File: src/rtl/i2c_pkg.sv
// Shared definitions for the two-wire write master and the bus monitors.
package i2c_pkg;

    typedef enum logic [2:0] {
        ST_IDLE,
        ST_START,
        ST_ADDR,
        ST_ACK1,
        ST_DATA,
        ST_ACK2,
        ST_STOP
    } state_t;

    localparam logic [1:0] Q0 = 2'd0;
    localparam logic [1:0] Q1 = 2'd1;
    localparam logic [1:0] Q2 = 2'd2;
    localparam logic [1:0] Q3 = 2'd3;

    localparam logic RW_WRITE = 1'b0;

    typedef struct packed {
        logic scl;
        logic sda_o;
        logic sda_oe;
    } bus_drv_t;

    // Line levels for a given state/quarter; bitv is the bit being shifted out.
    function automatic bus_drv_t bus_drive(state_t st, logic [1:0] ph, logic bitv);
        bus_drv_t d;
        d.scl    = 1'b1;
        d.sda_o  = 1'b1;
        d.sda_oe = 1'b0;
        case (st)
            ST_START: begin
                d.sda_oe = 1'b1;
                d.scl    = (ph != Q3);
                d.sda_o  = (ph == Q0) || (ph == Q1);
            end
            ST_ADDR, ST_DATA: begin
                d.sda_oe = 1'b1;
                d.scl    = (ph == Q2) || (ph == Q3);
                d.sda_o  = bitv;
            end
            ST_ACK1, ST_ACK2: begin
                d.scl    = (ph == Q2) || (ph == Q3);
            end
            ST_STOP: begin
                d.sda_oe = 1'b1;
                d.scl    = (ph != Q0);
                d.sda_o  = (ph == Q2) || (ph == Q3);
            end
            default: ;
        endcase
        return d;
    endfunction

endpackage

File: src/rtl/i2c_write_master_if.sv
// Request side and bus side of the write master.
interface i2c_write_master_if;
    logic       start;
    logic [6:0] addr;
    logic [7:0] data;
    logic       sda_i;
    logic       scl;
    logic       sda_o;
    logic       sda_oe;
    logic       busy;
    logic       done;
    logic       ack_err;

    modport master (
        input  start, addr, data, sda_i,
        output scl, sda_o, sda_oe, busy, done, ack_err
    );

    modport slave (
        output start, addr, data, sda_i,
        input  scl, sda_o, sda_oe, busy, done, ack_err
    );
endinterface

File: src/rtl/i2c_quarter_tick.sv
// Divides clk into quarter-SCL periods and tracks the quarter phase.
module i2c_quarter_tick
    import i2c_pkg::*;
#(
    parameter int CLK_DIV = 4
) (
    input  logic       clk,
    input  logic       reset,
    input  logic       clr,
    output logic       tick,
    output logic [1:0] phase
);
    localparam int DW = (CLK_DIV > 1) ? $clog2(CLK_DIV) : 1;
    localparam logic [DW-1:0] DIV_MAX = DW'(CLK_DIV - 1);

    logic [DW-1:0] div;

    // tick marks the last clk of the current quarter
    assign tick = (div == DIV_MAX);

    // divider and phase; clr holds both at the start of q0
    always_ff @(posedge clk) begin
        if (!reset || clr) begin
            div   <= '0;
            phase <= Q0;
        end else if (tick) begin
            div   <= '0;
            phase <= phase + 2'd1;
        end else begin
            div   <= div + 1'b1;
        end
    end
endmodule

File: src/rtl/i2c_write_master.sv
// Two-wire bus master: START, addr+W, ACK, data, ACK, STOP.
module i2c_write_master
    import i2c_pkg::*;
#(
    parameter int CLK_DIV = 4
) (
    input  logic                 clk,
    input  logic                 reset,
    i2c_write_master_if.master   bus
);
    state_t     state, state_n;
    logic [7:0] shreg, shreg_n, data_lat;
    logic [2:0] bitcnt, bitcnt_n;
    logic [1:0] phase, phase_n;
    logic       tick, tick_clr, qend, accept, ack_smp, nack, done_n;
    bus_drv_t   drv_n;

    // divider idles cleared so an accepted start begins exactly at q0
    assign tick_clr = (state == ST_IDLE);

    i2c_quarter_tick #(.CLK_DIV(CLK_DIV)) u_tick (
        .clk   (clk),
        .reset (reset),
        .clr   (tick_clr),
        .tick  (tick),
        .phase (phase)
    );

    assign qend    = tick && (phase == Q3);
    assign accept  = (state == ST_IDLE) && bus.start;
    assign ack_smp = tick && (phase == Q2) && ((state == ST_ACK1) || (state == ST_ACK2));

    // next state, shift data and bit count; outputs are decoded from next values
    always_comb begin
        state_n  = state;
        shreg_n  = shreg;
        bitcnt_n = bitcnt;
        done_n   = 1'b0;
        phase_n  = tick_clr ? Q0 : (tick ? phase + 2'd1 : phase);
        case (state)
            ST_IDLE: if (bus.start) begin
                state_n = ST_START;
                shreg_n = {bus.addr, RW_WRITE};
            end
            ST_START: if (qend) state_n = ST_ADDR;
            ST_ADDR, ST_DATA: if (qend) begin
                shreg_n  = {shreg[6:0], 1'b0};
                bitcnt_n = bitcnt + 3'd1;
                if (bitcnt == 3'd7) state_n = (state == ST_ADDR) ? ST_ACK1 : ST_ACK2;
            end
            ST_ACK1: if (qend) begin
                if (nack) begin
                    state_n = ST_STOP;
                end else begin
                    state_n = ST_DATA;
                    shreg_n = data_lat;
                end
            end
            ST_ACK2: if (qend) state_n = ST_STOP;
            ST_STOP: if (qend) begin
                state_n = ST_IDLE;
                done_n  = 1'b1;
            end
            default: state_n = ST_IDLE;
        endcase
        drv_n = bus_drive(state_n, phase_n, shreg_n[7]);
    end

    // state register and registered bus/status outputs
    always_ff @(posedge clk) begin
        if (!reset) begin
            state       <= ST_IDLE;
            shreg       <= '0;
            bitcnt      <= '0;
            data_lat    <= '0;
            nack        <= 1'b0;
            bus.scl     <= 1'b1;
            bus.sda_o   <= 1'b1;
            bus.sda_oe  <= 1'b0;
            bus.busy    <= 1'b0;
            bus.done    <= 1'b0;
            bus.ack_err <= 1'b0;
        end else begin
            state       <= state_n;
            shreg       <= shreg_n;
            bitcnt      <= bitcnt_n;
            bus.scl     <= drv_n.scl;
            bus.sda_o   <= drv_n.sda_o;
            bus.sda_oe  <= drv_n.sda_oe;
            bus.busy    <= (state_n != ST_IDLE);
            bus.done    <= done_n;
            if (accept) data_lat <= bus.data;
            if (ack_smp) nack <= bus.sda_i;
            if (accept)
                bus.ack_err <= 1'b0;
            else if (ack_smp && bus.sda_i)
                bus.ack_err <= 1'b1;
        end
    end
endmodule

File: src/flat_wrapper.sv
// flat-port wrapper written by rule: the top's interface ports become plain ports
module i2c_write_master_flat import i2c_pkg::*;
#(
    parameter int CLK_DIV = 4
)
  (clk, reset, bus_start, bus_addr, bus_data, bus_sda_i, bus_scl, bus_sda_o, bus_sda_oe, bus_busy, bus_done, bus_ack_err);
  i2c_write_master_if bus_i ();
  input  logic clk;
  input  logic reset;
  input wire logic [$bits(bus_i.start)-1:0] bus_start;
  input wire logic [$bits(bus_i.addr)-1:0] bus_addr;
  input wire logic [$bits(bus_i.data)-1:0] bus_data;
  input wire logic [$bits(bus_i.sda_i)-1:0] bus_sda_i;
  output wire logic [$bits(bus_i.scl)-1:0] bus_scl;
  output wire logic [$bits(bus_i.sda_o)-1:0] bus_sda_o;
  output wire logic [$bits(bus_i.sda_oe)-1:0] bus_sda_oe;
  output wire logic [$bits(bus_i.busy)-1:0] bus_busy;
  output wire logic [$bits(bus_i.done)-1:0] bus_done;
  output wire logic [$bits(bus_i.ack_err)-1:0] bus_ack_err;
  assign bus_i.start = bus_start;
  assign bus_i.addr = bus_addr;
  assign bus_i.data = bus_data;
  assign bus_i.sda_i = bus_sda_i;
  assign bus_scl = bus_i.scl;
  assign bus_sda_o = bus_i.sda_o;
  assign bus_sda_oe = bus_i.sda_oe;
  assign bus_busy = bus_i.busy;
  assign bus_done = bus_i.done;
  assign bus_ack_err = bus_i.ack_err;
  i2c_write_master #(.CLK_DIV(CLK_DIV)) u_core (.clk(clk), .reset(reset), .bus(bus_i));
endmodule
File: config.mk
export PLATFORM = sky130hd
export DESIGN_NAME = i2c_write_master_flat
export DESIGN_NICKNAME = d
export VERILOG_FILES = /design/src/rtl/i2c_pkg.sv /design/src/rtl/i2c_write_master_if.sv /design/src/rtl/i2c_quarter_tick.sv /design/src/rtl/i2c_write_master.sv /design/src/flat_wrapper.sv
export SDC_FILE = /design/constraint.sdc
export NUM_CORES = 1
export LEC_CHECK = 0
export BUFFER_PORTS_ARGS = -buffer_cell sky130_fd_sc_hd__buf_2
export CELL_PAD_IN_SITES_DETAIL_PLACEMENT = 0
export CELL_PAD_IN_SITES_GLOBAL_PLACEMENT = 1
export CORE_ASPECT_RATIO = 1.4
export CORE_MARGIN = 2
export CORE_UTILIZATION = 45
export DETAILED_ROUTE_END_ITERATION = 16
export PLACE_DENSITY = 0.94
export SYNTH_ARGS = -nofsm -noshare
export SYNTH_HDL_FRONTEND = slang
export SYNTH_SLANG_ARGS = --single-unit
File: constraint.sdc
create_clock -name clk -period 2.93 [get_ports clk]
set_input_delay 0.293 -clock clk [delete_from_list [all_inputs] [get_ports clk]]
set_output_delay 0.293 -clock clk [all_outputs]
set_load 0.02 [all_outputs]
---- Word level (Yosys, flattened, before mapping) ----
Cells that the tools add are included.
word-level totals
  memories kept ........................... 0
  register bits ........................... 33
  logic and storage cells ................. 85
  bits in read-only memories .............. 0
  latch bits .............................. 0
  input port bits ......................... 19
  bits in writable memories ............... 0
  output and inout bits ................... 6
operators by class
  order comparisons ....................... 0
  bitwise gates (word level) .............. 1
  multiplexer cells ....................... 20
  shift operators ......................... 0
  multiply operators ...................... 0
  add/subtract/negate cells ............... 3
  reduce and logical (&&, ||, !) cells .... 23
  eq/ne operators ......................... 24
  div/mod/pow operators ................... 0
operators with widths
  kind                 count
  $mux 8               4
  $mux 3               8
  $pmux 8 s3           1
  $eq 3x3->1 const B   7
  $pmux 3 s6           1
  $eq 3x2->1 const B   4
  $eq 2x2->1 const B   5
  $reduce_or 2->1      4
  $eq 3x1->1 const B   2
  $mux 2               3
  $ne 2x2->1 const B   3
  $pmux 2 s3           1
  $reduce_bool 3->1    2
  $logic_and 1x1->1    5
  $reduce_and 5->1     1
  $add 2x1->2 const B  2
  $logic_or 1x1->1     4
  $ne 2x1->1 const B   2
  $reduce_and 2->1     2
  $reduce_or 4->1      1
  $add 3x1->3 const B  1
  $logic_not 3->1      1
  $pmux 1 s3           1
  $eq 2x1->1 const B   1
  other kinds (5)      5

---- Longest topological paths before layout ----
Gate-level depths: netlist (run 1).
  depth in word-level cells ............... 8
  depth in mapped cells ................... 8
  gate-level depth less buffers ........... 7

---- By module ----
A second synthesis (run 1) with hierarchy kept.
second synthesis, totals
  cell total of the unflattened synthesis .. 180
  area, all modules ....................... 1739.2 um^2
by module, submodules not included
  module            cells an instance  area each (um^2)  seq. area each (um^2)  instances
  i2c_write_master  166                1564.0            580.6                  1
  i2c_quarter_tick  14                 175.2             80.1                   1

---- Worst setup path after synthesis (run 1) ----
No wires, ideal clock.
  kind .................................... register to register
  from .................................... register u_core.u_tick.div[0]
  to ...................................... register u_core.bus.scl
  stages on the path, launching flop included .. 9
  library setup time ...................... 133 ps
  buffers on the path ..................... 2
  clock period less this slack ............ 1695 ps
  arrival time ............................ 1562 ps
  data required time ...................... 2797 ps
  path slack .............................. 1235 ps
  cell sequence ........................... dfxtp_1 > ha_1 > buf_4 > and2_4 > buf_6 > o21ai_0 > a21oi_1 > a2111oi_2 > a31oi_1
between the ends
  word-level cells in the longest chain between the ends .. 7
  elaborated cells on any way between the ends .. 23
  those cells by class .................... eq/ne: 10; mux: 9; reduce/logical: 4
ends and longest elaborated chain
  what                                             line                       RTL
  start: declaration                               i2c_quarter_tick.sv:16     logic [DW-1:0] div;
  start signal: assignment                         i2c_quarter_tick.sv:30     div <= div + 1'b1;
  $eq 2x2->1 (*)                                   i2c_quarter_tick.sv:19     assign tick = (div == DIV_MAX);
  $logic_and 1x1->1                                i2c_write_master.sv:29     assign qend = tick && (phase == Q3);
  $mux 3, on equally long branches                 --
  $pmux 3 s6                                       i2c_write_master.sv:40     case (state)
  $eq 3x2->1 / $eq 3x3->1 (equally long branches)  i2c_pkg.sv:33              case (st)
  $reduce_or 4->1 (no source line)                 --
  $pmux 1 s3 (*)                                   i2c_pkg.sv:33
  end: declaration                                 i2c_write_master_if.sv:16  output scl, sda_o, sda_oe, busy, done, ack_err
Every way passes the cells marked *; elsewhere a longest branch is shown, timed or not.
A chain may end at the register's enable or synchronous reset.

---- Worst setup path in the final report (run 1) ----
  from .................................... register u_core.u_tick.div[0]
  to ...................................... register u_core.bus.sda_o
between the ends
  word-level cells in the longest chain between the ends .. 7
  elaborated cells on any way between the ends .. 25
  those cells by class .................... eq/ne: 8; mux: 12; reduce/logical: 5
ends and longest elaborated chain
  what                                             line
  $eq 2x2->1 (*)                                   i2c_quarter_tick.sv:19
  $logic_and 1x1->1                                i2c_write_master.sv:29
  $mux 3, on equally long branches                 --
  $pmux 3 s6                                       i2c_write_master.sv:40
  $eq 3x2->1 / $eq 3x3->1 (equally long branches)  i2c_pkg.sv:33
  $reduce_or 2->1                                  i2c_pkg.sv:33
  $pmux 2 s3 (*)                                   i2c_pkg.sv:33
  end: declaration                                 i2c_write_master_if.sv:16
Every way passes the cells marked *; elsewhere a longest branch is shown, timed or not. The select of a mux whose other input is x is not followed.

==> results.tsv, run 1 <==
metric	value	unit
Worst-Skew Late Latency	280	ps
DP Area	1730	µm²
die width	54.9	µm
dominant synthesized flop cell	dfxtp_1	
Rel. slew slack	0.465	
layout cells sized above 1	0.215	
Synth async-reset ratio	0	
leading cell type in the layout, fill and taps excluded	dfxtp_1	
Reg2Reg Capture Point	u_core.bus.sda_o	
Final Hold Viols	0	
Synth top area share	0.405	
Rows	25	
Pwr Total	997	µW
# placed instances	232	
Finish-stage setup viols	0	
total negative setup slack	0	ps
Gate Count Post-Synth	180	
Max VDD drop	412	µV
die area	4130	µm²
total global-route track usage	0.194	
HPWL Detailed	2330	µm
final wirelength	3240	µm
RR Startpoint	u_core.u_tick.div[0]	
Critical Path Source	u_core.u_tick.div[0]	
clock share of power	0.442	
top post-synthesis cells by area	dfxtp_1, nand2_1, a21boi_0, a222oi_1, ha_1	
Synth Net Count	204	
DRC viols	0	
fill cell count	300	
fmax	495	MHz
wire per inst	13.5	µm
DR pass1 iterations	7	
CTS Hold Bufs	0	
worst-margin pin slew	802	ps
Worst setup SP type	flip-flop	
DR vias	1347	
synth unique cells	44	
sw frac	0.219	
Psw	218	µW
Detailed Route Iter0 Violations	62	
core area	3410	µm²
global route total overflow	0	
Syn-to-layout area delta	13.1	%
Max Cap Violations	0	
power density over cell area	540	nW/µm²
Final Instance Area	1850	µm²
EDFF count, synth	0	
initial antenna violation count	0	
CTS resizes	0	
sequential share of power	0.481	
Die H	75.2	µm
post-route clock period utilization	0.689	
htree depth	2	
WHS	257	ps
CTS Buf Count	5	
register area share after synthesis	0.405	
Worst R2R Path Depth	6	
Hold WC Path Type	in -> reg	
Setup crit end kind	flip-flop	
post-CTS setup buffers	0	
Critical Path End	u_core.bus.sda_o	
Ports	25	
P_int	779	µW
status	completed	
highest-count cells in the layout ignoring fill and taps	dfxtp_1, nand2_1, buf_2	
Slew Viols, Final	0	
register-to-register path setup slack	910	ps
Yosys top cell by area	dfxtp_1	
CTS tree	built	
Cell Area, Synth	1630	µm²
Starting Density	0.479	
gpl congestion	0.868	
crit path time final	2020	ps
crit path kind	reg -> reg	
P_leak	0.000718	µW
pin count of the biggest net entering global routing	31	
Avg Vias per Cell	5.61	
WP data required	3150	ps
CP Data Arrival Time	2240	ps
Comb pwr share	0.077	
RSZ-0062 raised after global routing	false	
root buffer cell	clkbuf_8	
FF+latch count, synth	33	
clk slew on worst S/H paths	70	ps
crit-path max FO	12	
Final Skew	5.50	ps
ANT nets after route	0	
vias in the first global route	1330	
fin cells	240	
TritonCTS Sinks	33	
CTS Buffer Depth	2	
PortBufs	24	
first-pass GRT wire length	5720	µm
Ys Warns	0	
Net count, final	223	
syn_area_per_cell	9.06	µm²
n_diodes	0	
-- registers in the layout, indices dropped and copies added, names as in the netlist, 2 cells and up --
name,cells
u_core.u_tick.div,2
u_core.u_tick.phase,2
u_core.state,3
u_core.shreg,8
u_core.bitcnt,3
u_core.data_lat,8
-- power groups by stage --
stage,combinational (µW),clock (µW),sequential [µW]
after CTS,78.0,455,479
after global placement,75.2,0,489
final,76.9,441,480
after floorplan,53.8,0,487
after detailed placement,77.7,0,489
after global routing,87.2,471,482
-- per-stage QoR --
stage / worst slack [ps] / utilization
2_1_floorplan: 1230 / -
3_3_place_gp: 1020 / 0.507
3_5_place_dp: 934 / 0.507
4_1_cts: 910 / 0.541
5_1_grt: 693 / 0.541
6_report: 911 / 0.541
-- worst max-delay path, cell delays in order, from the launching register on --
cell      delay (ps)
dfxtp_1          330
ha_1             400
nand2_1          260
nor3_4           430
a222oi_1         190
a21boi_1         180
o211ai_2         170
-- kinds of logic after synthesis --
kind of cell | Yosys count | share of synthesized area
AOI/OAI and AO/OA | 47 | 0.235
xor gates and xnor gates | 3 | 0.0207
adders and majority gates | 5 | 0.0383
buffers and inverters | 15 | 0.0537
DFF | 33 | 0.405
muxes | 4 | 0.0245
and+or+nand+nor | 73 | 0.223
-- how the worst min path moves through the flow --
| stage | from | end | depth (start not counted) |
|---|---|---|---|
| floorplan | u_core.u_tick.div[0] | u_core.u_tick.div[0] | 1 |
| global placement | u_core.u_tick.div[0] | u_core.u_tick.div[0] | 1 |
| detailed placement | u_core.u_tick.div[0] | u_core.u_tick.div[0] | 1 |
| CTS | bus_data[1] | u_core.data_lat[1] | 3 |
| global route | bus_data[1] | u_core.data_lat[1] | 3 |
| finish | bus_data[1] | u_core.data_lat[1] | 3 |
-- cell usage after synthesis, types with 2 or more instances --
| cell type | n |
|---|---|
| nor2b_1 | 6 |
| a222oi_1 | 7 |
| buf_4 | 3 |
| buf_6 | 2 |
| nor3_4 | 2 |
| dfxtp_1 | 33 |
| nor2_1 | 11 |
| inv_1 | 2 |
| a21boi_0 | 14 |
| ha_1 | 5 |
| or3_1 | 2 |
| clkbuf_1 | 4 |
| xor2_1 | 2 |
| mux2i_1 | 4 |
| nor3_1 | 6 |
| nand3_1 | 5 |
| a21oi_1 | 6 |
| o21ai_0 | 4 |
| nand2b_1 | 2 |
| buf_2 | 4 |
| a31oi_1 | 2 |
| nand2_1 | 32 |
-- final cells by class --
cell class,instances,area [µm²],share of cell area
Timing Repair Buffer,25,128,0.0692
Sequential cell,33,661,0.358
Clock inverter,1,30.0,0.0163
Multi-Input combinational cell,132,883,0.479
Tap cell,40,50.0,0.0271
Inverter,2,7.51,0.00407
Clock buffer,7,86.3,0.0468
-- layer usage --
metal	share of wire	wire length, µm	global-route usage
met1	0.41	1340	0.215
met2	0.51	1650	0.324
met3	0.056	180	0.0595
met4	0.021	68	0.103
met5	0	0	0
Note: power is estimated with default switching activity, not from simulation.
==> run 2, diff against run 1 <==
--- a/config.mk
+++ b/config.mk
@@ -5,14 +5,15 @@
 export SDC_FILE = /design/constraint.sdc
 export NUM_CORES = 1
 export LEC_CHECK = 0
+export ABC_AREA = 1
 export BUFFER_PORTS_ARGS = -buffer_cell sky130_fd_sc_hd__buf_2
 export CELL_PAD_IN_SITES_DETAIL_PLACEMENT = 0
 export CELL_PAD_IN_SITES_GLOBAL_PLACEMENT = 1
 export CORE_ASPECT_RATIO = 1.4
 export CORE_MARGIN = 2
-export CORE_UTILIZATION = 45
+export CORE_UTILIZATION = 40
 export DETAILED_ROUTE_END_ITERATION = 16
-export PLACE_DENSITY = 0.94
+export PLACE_DENSITY = 0.89
 export SYNTH_ARGS = -nofsm -noshare
 export SYNTH_HDL_FRONTEND = slang
 export SYNTH_SLANG_ARGS = --single-unit
==> constraint.sdc (replaced) <==
create_clock -name clk -period 2 [get_ports clk]
set_input_delay 0.2 -clock clk [delete_from_list [all_inputs] [get_ports clk]]
set_output_delay 0.2 -clock clk [all_outputs]
set_load 0.02 [all_outputs]
==> results.tsv, run 2 <==
metric	value	unit
status	completed	
CTS Hold Bufs	0	
Syn-to-layout area delta	16.5	%
post-route clock period utilization	0.831	
Setup crit end kind	flip-flop	
clk slew on worst S/H paths	70	ps
CTS resizes	0	
Final Hold Viols	0	
worst-margin pin slew	493	ps
synth unique cells	29	
DR vias	1376	
synth cell count leaders	nand2_1, dfxtp_1, nor2_1, inv_1, a21oi_1	
ANT nets after route	0	
DRC viols	0	
biggest regs	u_core.data_lat x8, u_core.shreg x8	
DP Worst Slack	332	ps
dominant synthesized flop cell	dfxtp_1	
first-pass GRT wire length	5620	µm
Yosys top cell by area	dfxtp_1	
Synth top area share	0.430	
Cell Area, Synth	1540	µm²
htree depth	2	
TritonCTS Sinks	33	
Rows	26	
die width	56.4	µm
WP data required	2180	ps
register-to-register path setup slack	340	ps
power density over cell area	777	nW/µm²
crit-path max FO	7	
Max Cap Violations	0	
PortBufs	24	
vias in the first global route	1325	
crit path time final	1660	ps
top post-synthesis cells by area	dfxtp_1, nand2_1, nor2_1, a21oi_1, ha_1	
highest-count cells in the layout ignoring fill and taps	nand2_1, dfxtp_1, nor2_1	
Ports	25	
FF+latch count, synth	33	
Avg Vias per Cell	4.97	
Rel. slew slack	0.668	
syn_area_per_cell	7.46	µm²
Slew Viols, Final	0	
Finish-stage setup viols	0	
P_leak	0.000826	µW
CP Data Arrival Time	1850	ps
register area share after synthesis	0.430	
post-CTS setup buffers	0	
Starting Density	0.418	
RSZ-0062 raised after global routing	false	
EDFF count, synth	0	
Ys Warns	0	
Worst-Skew Late Latency	290	ps
Hold WC Path Type	in -> reg	
DR pass1 iterations	4	
root buffer cell	clkbuf_8	
core area	3680	µm²
total negative setup slack	0	ps
Gate Count Post-Synth	206	
layout cells sized above 1	0.226	
Worst setup SP type	flip-flop	
gpl congestion	0.893	
CTS Buf Count	5	
die area	4360	µm²
fill cell count	409	
Net count, final	258	
global route total overflow	0	
crit path kind	reg -> reg	
total global-route track usage	0.169	
HPWL Detailed	2530	µm
Synth Net Count	230	
leading cell type in the layout, fill and taps excluded	nand2_1	
initial antenna violation count	0	
CTS Buffer Depth	2	
n_diodes	0	
setup ws final	337	ps
Max VDD drop	502	µV
Die H	77.4	µm
Detailed Route Iter0 Violations	35	
Worst R2R Path Depth	7	
Synth async-reset ratio	0	
pin count of the biggest net entering global routing	17	
wire per inst	12.3	µm
Final Skew	4.09	ps
fmax	601	MHz
most frequent cell after synthesis	nand2_1	
final wirelength	3390	µm
CTS tree	built	
Worst Hold Depth	3	
[run 2: cell count changes after synthesis, sizes merged, moves of 9 or more]
cell    previous run  this run
nor3               9         0
nand2             32        55
nor2              11        30
nand3              5        15
a21oi              6        15
inv                2        19
a21boi            15         0
[run 2: power breakdown]
part | total (µW) | internal (µW) | switching (µW)
Clock | 559 | 311 | 248
Sequential | 702 | 687 | 15.2
Combinational | 131 | 51.1 | 80.1
Total | 1390 | 1050 | 343
[run 2: final cells by class]
| class | instances | area [µm²] | share of cell area |
|---|---|---|---|
| Clock buffer | 7 | 96.3 | 0.0538 |
| Inverter | 20 | 75.1 | 0.0419 |
| Clock inverter | 1 | 5.00 | 0.00279 |
| Sequential cell | 33 | 661 | 0.369 |
| Multi-Input combinational cell | 147 | 759 | 0.424 |
| Tap cell | 42 | 52.6 | 0.0293 |
| Timing Repair Buffer | 27 | 143 | 0.0796 |
[run 2: cell families after synthesis]
kind of cell,count (synthesis),share of synthesized area
flops,33,0.430
fa+ha+maj,5,0.0407
simple gates,103,0.304
xor+xnor,1,0.00570
buf+inv,26,0.0765
compound gates,38,0.144
[run 2: final timing paths]
kind                     endpoint                  from
min reg2reg  u_core.u_tick.div[0]  u_core.u_tick.div[0]
max reg2reg      u_core.bus.sda_o  u_core.u_tick.div[0]
min            u_core.data_lat[2]           bus_data[2]
max              u_core.bus.sda_o  u_core.u_tick.div[0]
[run 2: worst max-delay path, stage by stage, from the launching register on]
cell and delay [ps]:
dfxtp_1 310, ha_1 280, nand2_4 130, inv_2 60
o31ai_1 420, a21oi_1 110, a21oi_2 170, nand2_1 60
[run 2: through the flow]
| step | cell area, µm² | power (µW) | utilization | hold WS [ps] | std cells |
|---|---|---|---|---|---|
| global placement | 1690 | 849 | 0.460 | 407 | 269 |
| global route | 1790 | 1450 | 0.487 | 161 | 277 |
| CTS | 1790 | 1400 | 0.487 | 147 | 277 |
| floorplan | 1540 | 802 | - | 336 | 206 |
| detailed placement | 1690 | 849 | 0.460 | 419 | 269 |
| finish | 1790 | 1390 | 0.487 | 154 | 277 |
[run 2: layer usage]
metal,up-vias,track usage,part of all wire
li1,729,-,-
met1,592,0.170,0.42
met2,40,0.292,0.47
met3,15,0.0500,0.051
met4,0,0.119,0.050
met5,-,0,0
==> run 3, diff against run 2 <==
==> constraint.sdc (replaced) <==
create_clock -name clk -period 1.7 [get_ports clk]
set_input_delay 0.17 -clock clk [delete_from_list [all_inputs] [get_ports clk]]
set_output_delay 0.17 -clock clk [all_outputs]
set_load 0.02 [all_outputs]
==> results.tsv, run 3 (synthesis gave the netlist of run 2 again) <==
metric	value	unit
crit path time final	1580	ps
worst path cell trace	inv_1 -> nand2_2 -> nand3_1 -> nor2_2 -> a21oi_1 -> nand3_2 -> nor2_1 -> nor2_1 -> nand2_1	
CTS Buf Count	5	
WP data required	1880	ps
worst-margin pin slew	326	ps
CP Data Arrival Time	1760	ps
setup ws final	119	ps
Final Skew	5.12	ps
clk slew on worst S/H paths	60	ps
final core utilization	0.495	
clock share of power	0.372	
crit path kind	reg -> reg	
cell family with the largest share of critical-path delay	simple AND/OR/NAND/NOR gates	
final wirelength	3410	µm
Pwr Total	1570	µW
Crit path largest cell delay	510	ps
Worst-Skew Late Latency	280	ps
Comb pwr share	0.103	
DR pass1 iterations	4	
post-CTS setup buffers	0	
root buffer cell	clkbuf_8	
biggest regs	u_core.data_lat x8, u_core.shreg x8	
total negative setup slack	0	ps
gpl congestion	0.862	
Max Cap Violations	0	
CTS tree	built	
highest-count cells in the layout ignoring fill and taps	nand2_1, dfxtp_1, nor2_1	
Avg Vias per Cell	5.02	
sequential share of power	0.525	
Setup crit end kind	flip-flop	
Worst setup SP type	flip-flop	
CTS Hold Bufs	0	
Most Frequent Cell on Critical Path	nor2_1	
DP Worst Slack	59.9	ps
die width	56.4	µm
Detailed Route Iter0 Violations	38	
status	completed	
Finish-stage setup viols	0	
DR vias	1400	
Die H	77.4	µm
HPWL Detailed	2590	µm
fmax	633	MHz
die area	4360	µm²
sw frac	0.241	
n_diodes	0	
Starting Density	0.418	
ANT nets after route	0	
CP max-delay cell	dfxtp_1	
Hold WC Path Type	in -> reg	
P_int	1190	µW
htree depth	2	
DRC viols	0	
TritonCTS Sinks	33	
Net count, final	261	
Rel. slew slack	0.781	
CTS resizes	0	
leading cell type in the layout, fill and taps excluded	nand2_1	
Ports	25	
initial antenna violation count	0	
post-route clock period utilization	0.930	
wire per inst	12.2	µm
Syn-to-layout area delta	18.3	%
CTS Buffer Depth	2	
Psw	379	µW
# placed instances	272	
P_leak	0.000828	µW
fin cells	279	
layout cells sized above 1	0.249	
pin count of the biggest net entering global routing	17	
global route total overflow	0	
Rows	26	
Max VDD drop	794	µV
PortBufs	24	
core area	3680	µm²
vias in the first global route	1393	
Slew Viols, Final	0	
Worst Path Buf+Inv	1	
first-pass GRT wire length	5960	µm
Final Hold Viols	0	
crit-path max FO	8	
power density over cell area	865	nW/µm²
total global-route track usage	0.174	
run 3: cell count changes in the layout (fill, tap and decap cells not counted):
| cell | previous run | this run |
|---|---|---|
| clkbuf_8 | 7 | 6 |
| ha_2 | 0 | 2 |
| nand3_2 | 3 | 5 |
| o31ai_2 | 0 | 1 |
| nand3_1 | 12 | 10 |
| clkbuf_1 | 0 | 1 |
| o21ai_1 | 1 | 2 |
| clkinv_2 | 1 | 0 |
| o31ai_1 | 1 | 0 |
| o21ai_0 | 8 | 7 |
| buf_4 | 3 | 6 |
| ha_1 | 5 | 3 |
run 3: final cells by class:
class | instances | area, µm²
multi-input cells | 147 | 779
well taps | 42 | 52.6
inverters | 20 | 75.1
fillers | 386 | 1860
flip-flops and latches | 33 | 661
clock buffers | 7 | 86.3
repair buffers | 30 | 165
run 3: power groups by stage:
| stage | clock network, µW | registers (µW) | logic (µW) |
|---|---|---|---|
| floorplan | 0 | 849 | 94.1 |
| global placement | 0 | 842 | 162 |
| detailed placement | 0 | 843 | 161 |
| CTS | 607 | 826 | 162 |
| global route | 629 | 830 | 190 |
| finish | 585 | 826 | 163 |
run 3: worst min-delay path, cell delays in order:
cell	delay, ps
buf_2	90
nand2_1	50
a21oi_1	50
run 3: final timing paths:
kind                                            from                   end  slack [ps]  cells past startpoint
worst min register to register  u_core.u_tick.div[0]  u_core.u_tick.div[0]         430                      1
worst max-delay path                 u_core.state[1]      u_core.bus.sda_o         120                      9
worst min-delay path                     bus_data[1]    u_core.data_lat[1]         130                      3
worst max register to register       u_core.state[1]      u_core.bus.sda_o         120                      9
run 3: layer usage:
metal | wire length [µm] | global-route usage
met3 | 157 | 0.0400
met4 | 47 | 0.0929
met1 | 1420 | 0.185
met5 | 0 | 0
met2 | 1790 | 0.312
run 3: stage by stage:
stage	instance area (µm²)	hold slack (ps)
6_report	1820	135
5_1_grt	1820	154
4_1_cts	1800	125
3_5_place_dp	1710	422
3_3_place_gp	1710	407
2_1_floorplan	1540	306
